--- src/rtl/hazard_ctrl.sv ---
// hazard_ctrl: pipeline hazard controller for a 5-stage in-order core.
// Resolves load-use hazards (one-cycle bubble), multi-cycle EX ops (stall
// until ex_busy drops, with a watchdog) and taken branches/jumps (redirect
// plus FLUSH_EXTRA further IF/ID flush cycles).
// Ports:
//   clk, rst                 clock, asynchronous active-high reset
//   id_reg1_re/raddr, id_reg2_re/raddr   ID-stage source operands
//   ex_is_load, ex_we, ex_waddr          EX-stage destination info
//   ex_busy                  EX holds a multi-cycle operation
//   ex_jump, ex_jump_addr    taken branch/jump resolved in EX
//   stall_pc, stall_ifid, bubble_idex, bubble_exmem, flush_ifid, flush_idex
//                            pipeline controls (combinational, zero latency)
//   jump_o, jump_addr_o      PC redirect (address is 0 when jump_o is 0)
//   wdt_timeout              sticky: ex_busy lasted WDT_LIMIT cycles
//   stall_cnt                cycles with stall_pc=1 (wraps)
//   flush_cnt                redirects taken (saturates)
module hazard_ctrl #(
  parameter int unsigned FLUSH_EXTRA = 1,
  parameter int unsigned WDT_LIMIT   = 255
) (
  input  logic        clk,
  input  logic        rst,
  input  logic        id_reg1_re,
  input  logic [4:0]  id_reg1_raddr,
  input  logic        id_reg2_re,
  input  logic [4:0]  id_reg2_raddr,
  input  logic        ex_is_load,
  input  logic        ex_we,
  input  logic [4:0]  ex_waddr,
  input  logic        ex_busy,
  input  logic        ex_jump,
  input  logic [31:0] ex_jump_addr,
  output logic        stall_pc,
  output logic        stall_ifid,
  output logic        bubble_idex,
  output logic        bubble_exmem,
  output logic        flush_ifid,
  output logic        flush_idex,
  output logic        jump_o,
  output logic [31:0] jump_addr_o,
  output logic        wdt_timeout,
  output logic [31:0] stall_cnt,
  output logic [15:0] flush_cnt
);

  localparam int unsigned FC_W  = 2;
  localparam int unsigned WDT_W = (WDT_LIMIT < 2) ? 1 : $clog2(WDT_LIMIT + 1);
  localparam logic [FC_W-1:0]  FLUSH_LOAD = FC_W'(FLUSH_EXTRA);
  localparam logic [WDT_W-1:0] WDT_MAX    = WDT_W'(WDT_LIMIT);
  localparam logic             HAS_EXTRA  = (FLUSH_EXTRA > 0);

  typedef enum logic [1:0] {
    ST_RUN     = 2'd0,
    ST_MC_WAIT = 2'd1,
    ST_FLUSH   = 2'd2
  } state_t;

  state_t           state_q, state_d;
  logic [FC_W-1:0]  fcnt_q, fcnt_d;
  logic [WDT_W-1:0] wdt_q, wdt_d;
  logic             load_use;

  // Load in EX writing a register the ID instruction reads; x0 never hazards.
  assign load_use = ex_is_load & ex_we & (ex_waddr != 5'd0) &
                    ((id_reg1_re & (id_reg1_raddr == ex_waddr)) |
                     (id_reg2_re & (id_reg2_raddr == ex_waddr)));

  // Next state and pipeline controls.
  always_comb begin
    state_d      = state_q;
    fcnt_d       = fcnt_q;
    wdt_d        = wdt_q;
    stall_pc     = 1'b0;
    stall_ifid   = 1'b0;
    bubble_idex  = 1'b0;
    bubble_exmem = 1'b0;
    flush_ifid   = 1'b0;
    flush_idex   = 1'b0;
    jump_o       = 1'b0;
    jump_addr_o  = 32'd0;

    case (state_q)
      ST_RUN: begin
        if (ex_jump) begin
          jump_o      = 1'b1;
          jump_addr_o = ex_jump_addr;
          flush_ifid  = 1'b1;
          flush_idex  = 1'b1;
          fcnt_d      = FLUSH_LOAD;
          state_d     = HAS_EXTRA ? ST_FLUSH : ST_RUN;
        end else if (ex_busy) begin
          // ID/EX holds its instruction; EX/MEM gets a bubble while EX works.
          stall_pc     = 1'b1;
          stall_ifid   = 1'b1;
          bubble_exmem = 1'b1;
          wdt_d        = WDT_W'(1);
          state_d      = ST_MC_WAIT;
        end else if (load_use) begin
          stall_pc    = 1'b1;
          stall_ifid  = 1'b1;
          bubble_idex = 1'b1;
        end
      end

      ST_MC_WAIT: begin
        if (ex_busy) begin
          stall_pc     = 1'b1;
          stall_ifid   = 1'b1;
          bubble_exmem = 1'b1;
          if (wdt_q < WDT_MAX) wdt_d = wdt_q + WDT_W'(1);
        end else begin
          wdt_d   = '0;
          state_d = ST_RUN;
        end
      end

      ST_FLUSH: begin
        if (ex_jump) begin
          // A new redirect restarts the flush window.
          jump_o      = 1'b1;
          jump_addr_o = ex_jump_addr;
          flush_ifid  = 1'b1;
          flush_idex  = 1'b1;
          fcnt_d      = FLUSH_LOAD;
        end else begin
          flush_ifid = 1'b1;
          fcnt_d     = fcnt_q - FC_W'(1);
          if (fcnt_q <= FC_W'(1)) state_d = ST_RUN;
        end
      end

      default: state_d = ST_RUN;
    endcase

    // Reset quiets every control regardless of inputs.
    if (rst) begin
      stall_pc     = 1'b0;
      stall_ifid   = 1'b0;
      bubble_idex  = 1'b0;
      bubble_exmem = 1'b0;
      flush_ifid   = 1'b0;
      flush_idex   = 1'b0;
      jump_o       = 1'b0;
      jump_addr_o  = 32'd0;
    end
  end

  // State, flush and watchdog counters.
  always_ff @(posedge clk or posedge rst) begin
    if (rst) begin
      state_q <= ST_RUN;
      fcnt_q  <= '0;
      wdt_q   <= '0;
    end else begin
      state_q <= state_d;
      fcnt_q  <= fcnt_d;
      wdt_q   <= wdt_d;
    end
  end

  // Sticky watchdog flag: set on the edge the busy count reaches the limit.
  always_ff @(posedge clk or posedge rst) begin
    if (rst) begin
      wdt_timeout <= 1'b0;
    end else if (bubble_exmem && (wdt_d == WDT_MAX)) begin
      wdt_timeout <= 1'b1;
    end
  end

  // Performance counters.
  always_ff @(posedge clk or posedge rst) begin
    if (rst) begin
      stall_cnt <= 32'd0;
      flush_cnt <= 16'd0;
    end else begin
      if (stall_pc) stall_cnt <= stall_cnt + 32'd1;
      if (jump_o && (flush_cnt != 16'hFFFF)) flush_cnt <= flush_cnt + 16'd1;
    end
  end

endmodule

--- config.mk ---
export PLATFORM = sky130hd
export DESIGN_NAME = hazard_ctrl
export DESIGN_NICKNAME = d
export VERILOG_FILES = /design/src/rtl/hazard_ctrl.sv
export SDC_FILE = /design/constraint.sdc
export NUM_CORES = 1
export LEC_CHECK = 0
export BUFFER_PORTS_ARGS = -buffer_cell sky130_fd_sc_hd__buf_2
export CAP_MARGIN = 20
export CORE_MARGIN = 1
export CORE_UTILIZATION = 48
export DETAILED_ROUTE_END_ITERATION = 6
export PLACE_DENSITY = 0.87
export SLEW_MARGIN = 20
export SYNTH_ARGS = -nofsm -noshare
export SYNTH_HDL_FRONTEND = slang
export SYNTH_SLANG_ARGS = --single-unit
export TNS_END_PERCENT = 5
--- constraint.sdc ---
create_clock -name clk -period 2.35 [get_ports clk]
set_input_delay 0.235 -clock clk [delete_from_list [all_inputs] [get_ports clk]]
set_output_delay 0.235 -clock clk [all_outputs]
set_load 0.03 [all_outputs]
# Yosys cells after proc, flatten, opt, wreduce, memory -nomap -nowiden
# Index checks and enable logic that the tools add are counted.
[word_totals]
in_bits = 55
out_inout_bits = 88
reg_bits = 61
word_cells = 72
[classes]
reduce_logical = 8
n_addsub = 4
eq_ne = 11
magnitude_cmp = 2
n_bitwise = 6
mux = 35
[op_table]
columns = ["op", "count"]
rows = [
  ["32-bit 2-to-1 mux", 3],
  ["32-bit by 1-bit adder with 32-bit output (second input constant)", 1],
  ["8-bit 2-to-1 mux", 4],
  ["16-bit by 1-bit adder with 16-bit output (second input constant)", 1],
  ["16-bit != test (second input constant)", 1],
  ["8-bit one-hot mux with 2 select lines", 1],
  ["1-bit 2-to-1 mux", 15],
  ["2-bit 2-to-1 mux", 7],
  ["5-bit == test", 2],
  ["8-bit by 1-bit adder with 8-bit output (second input constant)", 1],
  ["8-bit == test (second input constant)", 1],
  ["8-bit less-than comparator (second input constant)", 1],
  ["2-bit != test (second input constant)", 4],
  ["1-bit one-hot mux with 2 select lines", 3],
  ["2-bit one-hot mux with 3 select lines", 1],
  ["1-bit bitwise AND", 5],
  ["5-bit nonzero test", 1],
  ["2-bit one-hot mux with 2 select lines", 1],
  ["4-bit AND reduction", 1],
  ["3-bit != test (second input constant)", 1],
  ["2-bit by 1-bit == test with 1-bit output (second input constant)", 1],
  ["2-bit == test (second input constant)", 1],
  ["2-bit by 1-bit less-or-equal comparator with 1-bit output (second input constant)", 1],
  ["1-bit logical AND", 2],
  ["6 further kinds", 6],
]

# Depth between registers and ports, before layout
[depth]
word_depth = 9
ltp_mapped = 9
depth_no_buf = 7

# Worst setup path before layout
# Ideal clock, no wire load.
[synth_path]
kind = "flip-flop to output port"
from = "reg state_q[0]"
to = "out jump_addr_o[22]"
stages_incl_launch_ff = 7
arrival_ps = 1855
t_required_ps = 2115
n_path_buf = 3
path_slack_ps = 260
path_cell_list = "dfrtp_1 -> buf_2 -> nand2b_1 -> nor2_1 -> clkbuf_1 -> clkbuf_1 -> and2_1"
[synth_between]
elab_chain_cells = 4
elab_cells_between_ends = 5
classes_between = "eq/ne: 1; mux: 2; reduce/logical: 2"
[synth_lines]
columns = ["item", "line", "text"]
rows = [
  ["from (decl)", "58", "state_t state_q, state_d;"],
  ["from (signal assigned)", "155", "state_q <= state_d;"],
  ["2-bit == test or 2-bit logical NOT (tied branches)", "82", "case (state_q)"],
  ["2-bit OR reduction (no line) *", "n/a", ""],
  ["32-bit 2-to-1 mux *", "n/a", ""],
  ["32-bit 2-to-1 mux *", "136", "if (rst) begin"],
  ["to (decl)", "40", "output logic [31:0] jump_addr_o,"],
]
# Mark *: on every way between the ends. The rest lies on a longest branch, timed or not.

# Final worst setup path
[layout_path]
from = "reg state_q[0]"
to = "out jump_addr_o[7]"
# The elaborated chain is that of the path after synthesis.

==> run summary <==
Clock Latency Late Sink: 0.34 ns
failing checks: negative hold slack
cell taking the most area after synthesis: dfrtp_1
final setup fails: 0
Least-Margin Pin Slew: 0.538 ns
Crit Path Max Fanout: 23
worst hold path type: in -> async
Area contributors post-synth: dfrtp_1 (44%), xnor2_1 (9.7%), and2_1 (6.0%)
CTS resizes: 0
CTS Root Cell: clkbuf_8
RSZ-0062 raised after global routing: false
TritonCTS clock tree: yes
Peak supply drop: 693 uV
# rows: 30
Clock transition at path regs: 0.07 ns
routing usage on met3: 5.43%
synthesized area: 3440 sq um
number of synthesized flops with an enable pin: 0
Startpoint Class: flop
Avg WL per Cell: 15.1 um
Reg2Reg Setup Slack: 0.30 ns
Port Buf Inserts: 142
met2 Track Usage GR: 47.5%
Period minus WS final: 2.12 ns
Sink Count: 61
Yosys warning count: 0
hpwl dp: 6950 um
Max-Cap Viols: 0
fin nets: 554
CP max-delay cell: dfrtp_1
initial antenna violation count: 0
CTS max path bufs: 2
FMAX: 472 MHz
pin count of the biggest net entering global routing: 62
Mapped Nets: 407
final slew viol count: 0
skew final: 0.0136 ns
CORE AREA: 6870 sq um
die area: 7500 sq um
first-pass GRT wire length: 14100 um
cell count after synthesis: 348
GRT busiest layer: met2
GR Util All Layers: 24.6%
share of flip-flops with an asynchronous set or reset: 100%
initial drt markers: 114
hold buffers post-CTS: 0
via count of the routed design: 3161
total count of hold-check failures in the final report: 3
ys flop type: dfrtp_1
CTS Buf Count: 9
overall routed net length: 9020 um
final core utilization: 65.6%
Die X: 86.6 um
Critical Path RT: 2.12 ns
top cell type's share of synthesized area: 44.4%
most common cell after layout, fill and taps aside: buf_2
Overall Power: 3.18 mW
CP Capture Type: output pin
crit-path cells: nand2b_1, nor2_2, buf_4, and2_1, buf_2
Yosys cell types: 51
Crit Path Category: reg -> out
most frequent cells in the layout: buf_2 (142), dfrtp_1 (61), xnor2_1 (38), and2_1 (33), nand2_1 (27)
# diodes: 0
Worst EP arrival: 1.89 ns
final cycle utilization of the critical path: 90.2%
Post CTS Setup Buffer Count: 0
RePlAce Congestion: 0.899
# IOs: 143
layout filler cell count: 557
CP top delay family: simple AND/OR/NAND/NOR gates
Initial Utilization: 50.0%
Area Growth Syn to Fin: 31.2%
pwr/cell area: 705 nW/um^2
share of cells above drive strength 1: 35.6%
Die Ht: 86.6 um
status: finished with violations
fraction of the yosys area taken by sequential cells: 44.4%
setup TNS: 0 ns
CP peak stage delay: 0.37 ns
CTS H-tree depth: 3
flops & latches, synth: 61
WP buf/inv: 2
grt ovf: 0
leakage power: 2.33 nW
met1 Usage GRT: 26.3%
vias per inst: 5.30
Residual DRC: 0
Hold Slack: -0.00117 ns
Syn Area/Cell: 9.87 sq um
vias in the first global route: 3121
Pre-antenna DRT Iters: 4
Routed Antenna Nets: 0
worst rel slew slack: 64.0%
-- metrics by stage --
step	cell area, sq um	setup WS, ns	std cells
6_report	4510	0.230	596
3_5_place_dp	4270	0.324	580
3_3_place_gp	4270	0.372	580
5_1_grt	4510	0.110	596
4_1_cts	4510	0.213	596
2_1_floorplan	3440	0.260	348
-- state kept, by name (all words and copies together), names as in the netlist --
| signal | count |
|---|---|
| flush_cnt | 16 |
| wdt_q | 8 |
| wdt_timeout | 1 |
| fcnt_q | 2 |
| stall_cnt | 32 |
| state_q | 2 |
-- cell type report --
type	count	area (sq um)	share of cell area, %
clock buffer	13	179	3.97
tap	96	120	2.66
timing repair buffer	147	761	16.9
clock inverter	3	65.1	1.44
multi-input combinational	265	1820	40.3
sequential	61	1530	33.9
inverter	11	41.3	0.916
-- report_power, final --
| group | internal, mW | total [mW] | leakage (nW) | switching, mW |
|---|---|---|---|---|
| sequential | 1.15 | 1.30 | 0.812 | 0.148 |
| clock | 0.712 | 1.11 | 0.126 | 0.400 |
| combinational | 0.270 | 0.768 | 1.39 | 0.498 |
-- routing by layer --
metal  part of all wire, %  up-vias
li1                      -     1504
met1                    38     1522
met2                    55      121
met3                   5.4       14
met4                   1.6        0
met5                     0        -
-- tightest hold or removal path, cell delays in order --
cell and delay [ns]:
buf_2 0.14, inv_2 0.07, buf_12 0.28
-- Yosys cell counts (3+ instances only) --
cell	instances
dfrtp_1	61
xnor2_1	38
and2_1	33
nand2_1	27
nor2_1	26
xor2_1	19
nand3_1	17
nand4_1	13
inv_1	11
and3_1	9
and4_1	9
nor4_1	8
nand2b_1	7
a21oi_1	5
clkbuf_1	5
nor3_1	5
o21ai_0	5
buf_2	4
ha_1	4
nor3b_1	4
a21o_1	3
a31oi_1	3
-- worst paths after layout --
| check | from | end | cells past startpoint |
|---|---|---|---|
| worst max-delay path | state_q[0] | jump_addr_o[7] | 5 |
| worst min-delay path | rst | fcnt_q[0] | 3 |
| worst max register to register | stall_cnt[12] | stall_cnt[22] | 6 |
| worst min register to register | stall_cnt[31] | stall_cnt[31] | 1 |
| max in group asynchronous | rst | stall_cnt[19] | 3 |
| min in group clk | ex_jump | fcnt_q[1] | 2 |
-- cells by family after synthesis --
| logic type | share of synthesized area [%] |
|---|---|
| simple gates | 28.2 |
| flops | 44.4 |
| xor+xnor | 14.5 |
| compound gates | 7.90 |
| buf+inv | 2.77 |
| fa+ha+maj | 1.46 |
| mux | 0.765 |
No activity file was read; power rests on OpenSTA's default activity.
